`src/rtl/seq_code_matcher.sv`:
```
// Sequential code matcher: checks handshaked digits in order against a cypher,
// accumulates a digit sum, and applies a timed lockout after repeated failures.
module seq_code_matcher #(
    parameter int unsigned DIGIT_W        = 4,
    parameter int unsigned CODE_LEN       = 4,
    parameter int unsigned SUM_W          = 8,
    parameter int unsigned MAX_FAIL       = 3,
    parameter int unsigned LOCKOUT_CYCLES = 16,
    localparam int unsigned IDX_W         = $clog2(CODE_LEN + 1),
    localparam int unsigned FC_W          = $clog2(MAX_FAIL + 1)
) (
    input  logic                         clock,
    input  logic                         reset,
    input  logic [CODE_LEN*DIGIT_W-1:0]  cypher,
    input  logic                         in_valid,
    input  logic [DIGIT_W-1:0]           in_digit,
    input  logic                         clear,
    output logic                         in_ready,
    output logic [IDX_W-1:0]             index,
    output logic [SUM_W-1:0]             sum,
    output logic                         success,
    output logic                         fail,
    output logic                         locked_out,
    output logic [FC_W-1:0]              fail_count
);

    localparam int unsigned CNT_W = $clog2(LOCKOUT_CYCLES + 1);

    typedef enum logic [1:0] {
        ENTRY   = 2'b00,
        SUCCESS = 2'b01,
        LOCKOUT = 2'b10
    } state_t;

    state_t             state, state_next;
    logic [IDX_W-1:0]   index_next;
    logic [SUM_W-1:0]   sum_next;
    logic [FC_W-1:0]    fc_next;
    logic [CNT_W-1:0]   cnt, cnt_next;
    logic               fail_next;
    logic [DIGIT_W-1:0] expected;
    logic               accept;

    assign in_ready = (state == ENTRY) && !clear;
    assign accept   = in_valid && in_ready;

    always_comb begin
        expected = '0;
        for (int unsigned k = 0; k < CODE_LEN; k++) begin
            if (index == IDX_W'(k)) expected = cypher[k*DIGIT_W +: DIGIT_W];
        end
    end

    always_comb begin
        state_next = state;
        index_next = index;
        sum_next   = sum;
        fc_next    = fail_count;
        cnt_next   = cnt;
        fail_next  = 1'b0;
        case (state)
            ENTRY: begin
                if (clear) begin
                    index_next = '0;
                    sum_next   = '0;
                end else if (accept) begin
                    if (in_digit == expected) begin
                        index_next = index + IDX_W'(1);
                        sum_next   = sum + SUM_W'(in_digit);
                        if (index_next == IDX_W'(CODE_LEN)) state_next = SUCCESS;
                    end else begin
                        index_next = '0;
                        sum_next   = '0;
                        fail_next  = 1'b1;
                        if (fail_count == FC_W'(MAX_FAIL - 1)) begin
                            fc_next    = FC_W'(MAX_FAIL);
                            cnt_next   = CNT_W'(LOCKOUT_CYCLES);
                            state_next = LOCKOUT;
                        end else begin
                            fc_next = fail_count + FC_W'(1);
                        end
                    end
                end
            end
            SUCCESS: begin
                if (clear) begin
                    state_next = ENTRY;
                    index_next = '0;
                    sum_next   = '0;
                    fc_next    = '0;
                end
            end
            LOCKOUT: begin
                cnt_next = cnt - CNT_W'(1);
                // A zero count can only come from corruption; treat it as expiry.
                if (cnt <= CNT_W'(1)) begin
                    state_next = ENTRY;
                    fc_next    = '0;
                    cnt_next   = '0;
                end
            end
            default: begin
                state_next = ENTRY;
                index_next = '0;
                sum_next   = '0;
                fc_next    = '0;
                cnt_next   = '0;
            end
        endcase
    end

    always_ff @(posedge clock or negedge reset) begin
        if (!reset) begin
            state      <= ENTRY;
            index      <= '0;
            sum        <= '0;
            fail_count <= '0;
            cnt        <= '0;
            success    <= 1'b0;
            fail       <= 1'b0;
            locked_out <= 1'b0;
        end else begin
            state      <= state_next;
            index      <= index_next;
            sum        <= sum_next;
            fail_count <= fc_next;
            cnt        <= cnt_next;
            success    <= (state_next == SUCCESS);
            fail       <= fail_next;
            locked_out <= (state_next == LOCKOUT);
        end
    end

endmodule

```
`config.mk`:
```
export PLATFORM = sky130hd
export DESIGN_NAME = seq_code_matcher
export DESIGN_NICKNAME = d
export VERILOG_FILES = /design/src/rtl/seq_code_matcher.sv
export SDC_FILE = /design/constraint.sdc
export NUM_CORES = 1
export LEC_CHECK = 0
export BUFFER_PORTS_ARGS = -buffer_cell sky130_fd_sc_hd__buf_2
export CAP_MARGIN = 20
export CORE_UTILIZATION = 53
export DETAILED_ROUTE_END_ITERATION = 12
export PLACE_DENSITY_LB_ADDON = 0.2
export SYNTH_ARGS = -nofsm -noshare
export SYNTH_HDL_FRONTEND = slang
export SYNTH_SLANG_ARGS = --single-unit
```
`constraint.sdc`:
```
create_clock -name clock -period 2.7 [get_ports clock]
set_input_delay 0.27 -clock clock [delete_from_list [all_inputs] [get_ports clock]]
set_output_delay 0.27 -clock clock [all_outputs]
set_load 0.05 [all_outputs]
```
== Yosys cells after proc, flatten, opt, wreduce, memory -nomap -nowiden ==
Index checks and enable logic that the tools add are counted.

* Flip-flop bits (word level): 23
* Input port bits: 24
* Output and inout bits: 17
* Word-level logic and storage cells: 79

* $add $sub $neg: 4
* $lt $le $gt $ge: 1
* Equality and inequality tests: 17
* Mux-type cells: 39
* Bitwise logic cells: 2
* Reduce and logical (&&, ||, !) cells: 8

{| class="wikitable"
|+ Operators by type and width
! kind !! count
|-
| $mux 8 || 4
|-
| $mux 2 || 13
|-
| $mux 5 || 5
|-
| $pmux 8 s3 || 1
|-
| $mux 4 || 4
|-
| $pmux 5 s3 || 1
|-
| $mux 3 || 4
|-
| $pmux 2 s3 || 2
|-
| $ne 2x2->1 const B || 5
|-
| $reduce_and 5->1 || 2
|-
| $pmux 3 s3 || 1
|-
| $add 8x4->8 || 1
|-
| $eq 2x2->1 const B || 3
|-
| $eq 3x2->1 const B || 2
|-
| $le 5x1->1 const B || 1
|-
| $sub 5x1->5 const B || 1
|-
| $eq 2x1->1 const B || 2
|-
| $eq 4x4->1 || 1
|-
| $mux 1 || 4
|-
| $add 3x1->3 const B || 1
|-
| $eq 3x1->1 const B || 1
|-
| $eq 3x3->1 const B || 1
|-
| $logic_not 3->1 || 1
|-
| $ne 3x3->1 const B || 1
|-
| 7 further kinds || 9
|}

== Longest topological paths before layout ==
* Word-level depth: 11
* Gate-level depth with buffers: 11
* Mapped depth without buffers: 9

== Worst setup path after synthesis ==
Ideal clock, no wire load.

* Path type: register -> register
* Start point: register state[1]
* End point: register cnt[2]
* Library setup time: 0.124 ns
* Arrival time: 2.690 ns
* Required time: 2.576 ns
* Setup slack: -0.114 ns
* Stages on the path, launching flop included: 8
* Buffers on the path: 2
* Period minus slack after synthesis: 2.814 ns
* Path through: dfrtp_1 > clkbuf_2 > nor3_1 > nand2_1 > o21ba_1 > buf_6 > a21oi_4 > a211o_1

* Cells in the longest elaborated chain, start to end: 5
* Elaborated cells between the ends (all ways): 12
* Those cells by class: eq/ne (6); mux (1); bitwise (1); reduce/logical (4)

{| class="wikitable"
|+ Ends and longest elaborated chain
! element !! line !! RTL
|-
| start, declared || 35 || <nowiki>state_t state, state_next;</nowiki>
|-
| start signal, assigned || 123 || <nowiki>state <= state_next;</nowiki>
|-
| $logic_not 2->1 || 44 || <nowiki>assign in_ready = (state == ENTRY) && !clear;</nowiki>
|-
| $logic_and 1x1->1 || 44 ||
|-
| named net in_ready || 18 || <nowiki>output logic in_ready,</nowiki>
|-
| $logic_and 1x1->1 || 45 || <nowiki>assign accept = in_valid && in_ready;</nowiki>
|-
| $ne 2x2->1 (no source line) || - ||
|-
| $reduce_and 5->1 (no source line) || - ||
|-
| end signal, assigned || 127 || <nowiki>cnt <= cnt_next;</nowiki>
|-
| end, declared || 39 || <nowiki>logic [CNT_W-1:0] cnt, cnt_next;</nowiki>
|}

The timed path passes the listed nets, and every way through them passes these cells.
A chain may end at the register's enable or synchronous reset.

== Worst setup path in the final report ==
* Start point: register index[0]
* End point: register cnt[2]

* Cells in the longest elaborated chain, start to end: 8
* Elaborated cells between the ends (all ways): 11
* Those cells by class: eq/ne (5); mux (4); reduce/logical (2)

{| class="wikitable"
|+ Ends and longest elaborated chain
! element !! line !! RTL
|-
| start, declared || 19 || <nowiki>output logic [IDX_W-1:0] index,</nowiki>
|-
| start signal, assigned || 124 || <nowiki>index <= index_next;</nowiki>
|-
| $logic_not 3->1 || 50 || <nowiki>if (index == IDX_W'(k)) expected = cypher[k*DIGIT_W +: DIGIT_W];</nowiki>
|-
| $mux 4 (3 in a row) || 50 ||
|-
| $mux 4 * || 50 ||
|-
| $eq 4x4->1 * || 67 || <nowiki>if (in_digit == expected) begin</nowiki>
|-
| $ne 2x2->1 (no source line) * || - ||
|-
| $reduce_and 5->1 (no source line) * || - ||
|}

Mark *: on every way between the ends. The rest lies on a longest branch, timed or not.

==> results.ini <==
[timing]
fin_hold_ws_ns=0.383
timing.slew.headroom=0.602
fin_setup_tns_ns=0
period_share=0.911
hold_viol_final=0
fmax_mhz=407
setup_violations=0
timing_worst_slew_pin_value_ns=0.597
drv_slew=0
fin_skew_ns=0.00345
rsz0062_at_grt=false
timing.final.crit_period_ns=2.46

[cells_and_area]
utilization=0.673
num_antenna_cells=0
drive_gt1_frac=0.305
syn2layout_area_growth_pct=16.6
instances_no_fill=244
fin_area_um2=1900
nets=252

[global_routing]
grt_overflow=0
grt_max_degree=24
track_usage=0.253
grt_pass1_wl_um=6520
antenna_found_initial=0
grt_pass1_vias=1463

[logic_synthesis]
netlist.area_leader.share=0.353
ys.flop_type=dfrtp_1
yosysMostFrequentCell=dfrtp_1
synth_area_leaders=dfrtp_1, ha_1, nand2_1
avgSynthCellArea_um2=9.60
async_flop_share=1.00
synth-edff-count=0
synth_top_family_by_area=compound AO/OA/AOI/OAI gates
synthesis.area_um2=1630
yosys-top-cells-count=dfrtp_1, nand2_1, ha_1, inv_1, o21ai_0
syn-num-nets=208
yosys.area.top_type=dfrtp_1
synth_cell_type_count=48
yosysWarnings=0
synth-seq-cells=23
synthAdderAreaFrac=0.112
synthCells=170
synth-compound-area-share=0.253
synth_simple_gate_area_frac=0.183
synth-xor-area-share=0.0429
seq_area_frac_synth=0.353
yosys-mux-area-fraction=0.00690

[worst_setup_path]
critPathKind=flip-flop to flip-flop
cp-start-kind=flip-flop
crit_slowest_cell=dfrtp_2
crit_fanout=9
crit_path_cell_trace=inv_1, ha_2, a21oi_1, a2111oi_0, o31ai_1, o211ai_2, o21ba_2, a21oi_4, a211o_1
end_kind=flip-flop
critPathArrivalTime_ns=2.66
worstPathRequired_ns=2.90
slowest_delay_ns=0.47

[power]
vdd_drop_max_mv=0.598
power_density_nw_per_um2=649
p_leak_nw=0.955

[clock_tree]
cts_tree=done
clock_latency_ns=0.30
cts.clk_slew.worst_paths_ns=0.12
htreeDepth=1
cts.sinks=23
post_cts_buffers=0
clockBufferDepth=2
cts_buffers=3
cts_root_buf=clkbuf_4

[place]
place_inst=239
placed_area_um2=1860
place.gp.congestion=0.794
port_buffers=40
dp.final_hpwl_um=2770

[worst_hold_path]
hp-class=primary input to flip-flop

[route]
drt-wirelength-per-cell_um=14.8
vias_per_cell=5.91
ant_nets=0
vias=1443
drc=3
drt_wl_total_um=3620
dr.first_iter.drc_count=42
dr.pass1.iters=9

[die]
die_h_um=57.5
coreArea_um2=2830
die_w_um=57.5
die-area_um2=3300
start_util=0.577
rows=19
ioPinCount=41

[outcome]
violations=design-rule violations
status=finished with violations

[run]
drv_cap=0

## final cells by class
class	count	area, µm²
fill	231	926
timing repair buffer	44	233
tap	31	38.8
sequential	23	578
multi-input combinational	130	982
clock buffer	4	26.3
inverter	12	45.0
## timing repair
action,CTS,global route
endpoints found under the setup margin,0,13
hold endpoints to repair,23,0
resized for setup,0,4
hold buffers,1,0
## placed cells by master, fill, tap and decap left out, drive strengths merged, types with 5 or more instances in the layout
| cell | synthesis | routed |
|---|---|---|
| xnor2 | 5 | 5 |
| nor3 | 5 | 5 |
| o21ai | 11 | 11 |
| a21oi | 10 | 10 |
| nor2 | 9 | 9 |
| buf | 3 | 43 |
| nand3 | 7 | 7 |
| nand2 | 16 | 16 |
| inv | 12 | 12 |
| a22o | 7 | 7 |
| a21o | 6 | 6 |
| dfrtp | 23 | 23 |
| ha | 13 | 13 |
## cell families after synthesis
family / Yosys count
fa+ha+maj: 14
flops: 23
mux: 1
compound gates: 52
simple gates: 55
xor+xnor: 8
buf+inv: 17
## report_power, final
group | total, mW | leakage (nW) | switching, mW | internal (mW)
clock network | 0.155 | 0.0150 | 0.0973 | 0.0575
logic | 0.591 | 0.639 | 0.350 | 0.240
registers | 0.490 | 0.301 | 0.0790 | 0.411
## worst max-delay path: cells and delay by family (launching register included)
kind / cells / cell delay (ns)
AOI/OAI and AO/OA: 7 / 1.50
adders and majority gates: 1 / 0.30
buffers and inverters: 1 / 0.10
DFF: 1 / 0.47
## layer usage
| layer | vias up | routed length, µm | GRT usage | share of wire |
|---|---|---|---|---|
| met2 | 48 | 1730 | 0.439 | 0.48 |
| met5 | - | 0 | 0 | 0 |
| met3 | 4 | 222 | 0.0385 | 0.061 |
| met1 | 688 | 1640 | 0.328 | 0.45 |
| li1 | 703 | - | - | - |
| met4 | 0 | 34 | 0.0662 | 0.0094 |
## metrics by stage
stage	power (mW)	worst slack, ns
6_report	1.24	0.241
5_1_grt	1.33	0.0275
3_5_place_dp	1.08	0.0587
4_1_cts	1.24	0.0134
3_3_place_gp	1.06	0.174
2_1_floorplan	0.939	0.0806
## registers in the layout (all words and copies together) (netlist names)
signal,count
sum,8
cnt,5
index,3
fail_count,2
state,2
fail,1
locked_out,1
success,1
## path summary, 6_finish.rpt
path                       slack, ns            end         from  cells after the start
hold reg to reg                 0.55         sum[0]       sum[0]                      1
max in group asynchronous       1.86       index[1]        reset                      2
setup reg to reg                0.24         cnt[2]     index[0]                      9
setup / recovery                0.24         cnt[2]     index[0]                      9
hold / removal                  0.38         sum[0]  in_digit[0]                      3
min in group asynchronous       0.46  fail_count[1]        reset                      2
No activity file was read; power rests on OpenSTA's default activity.
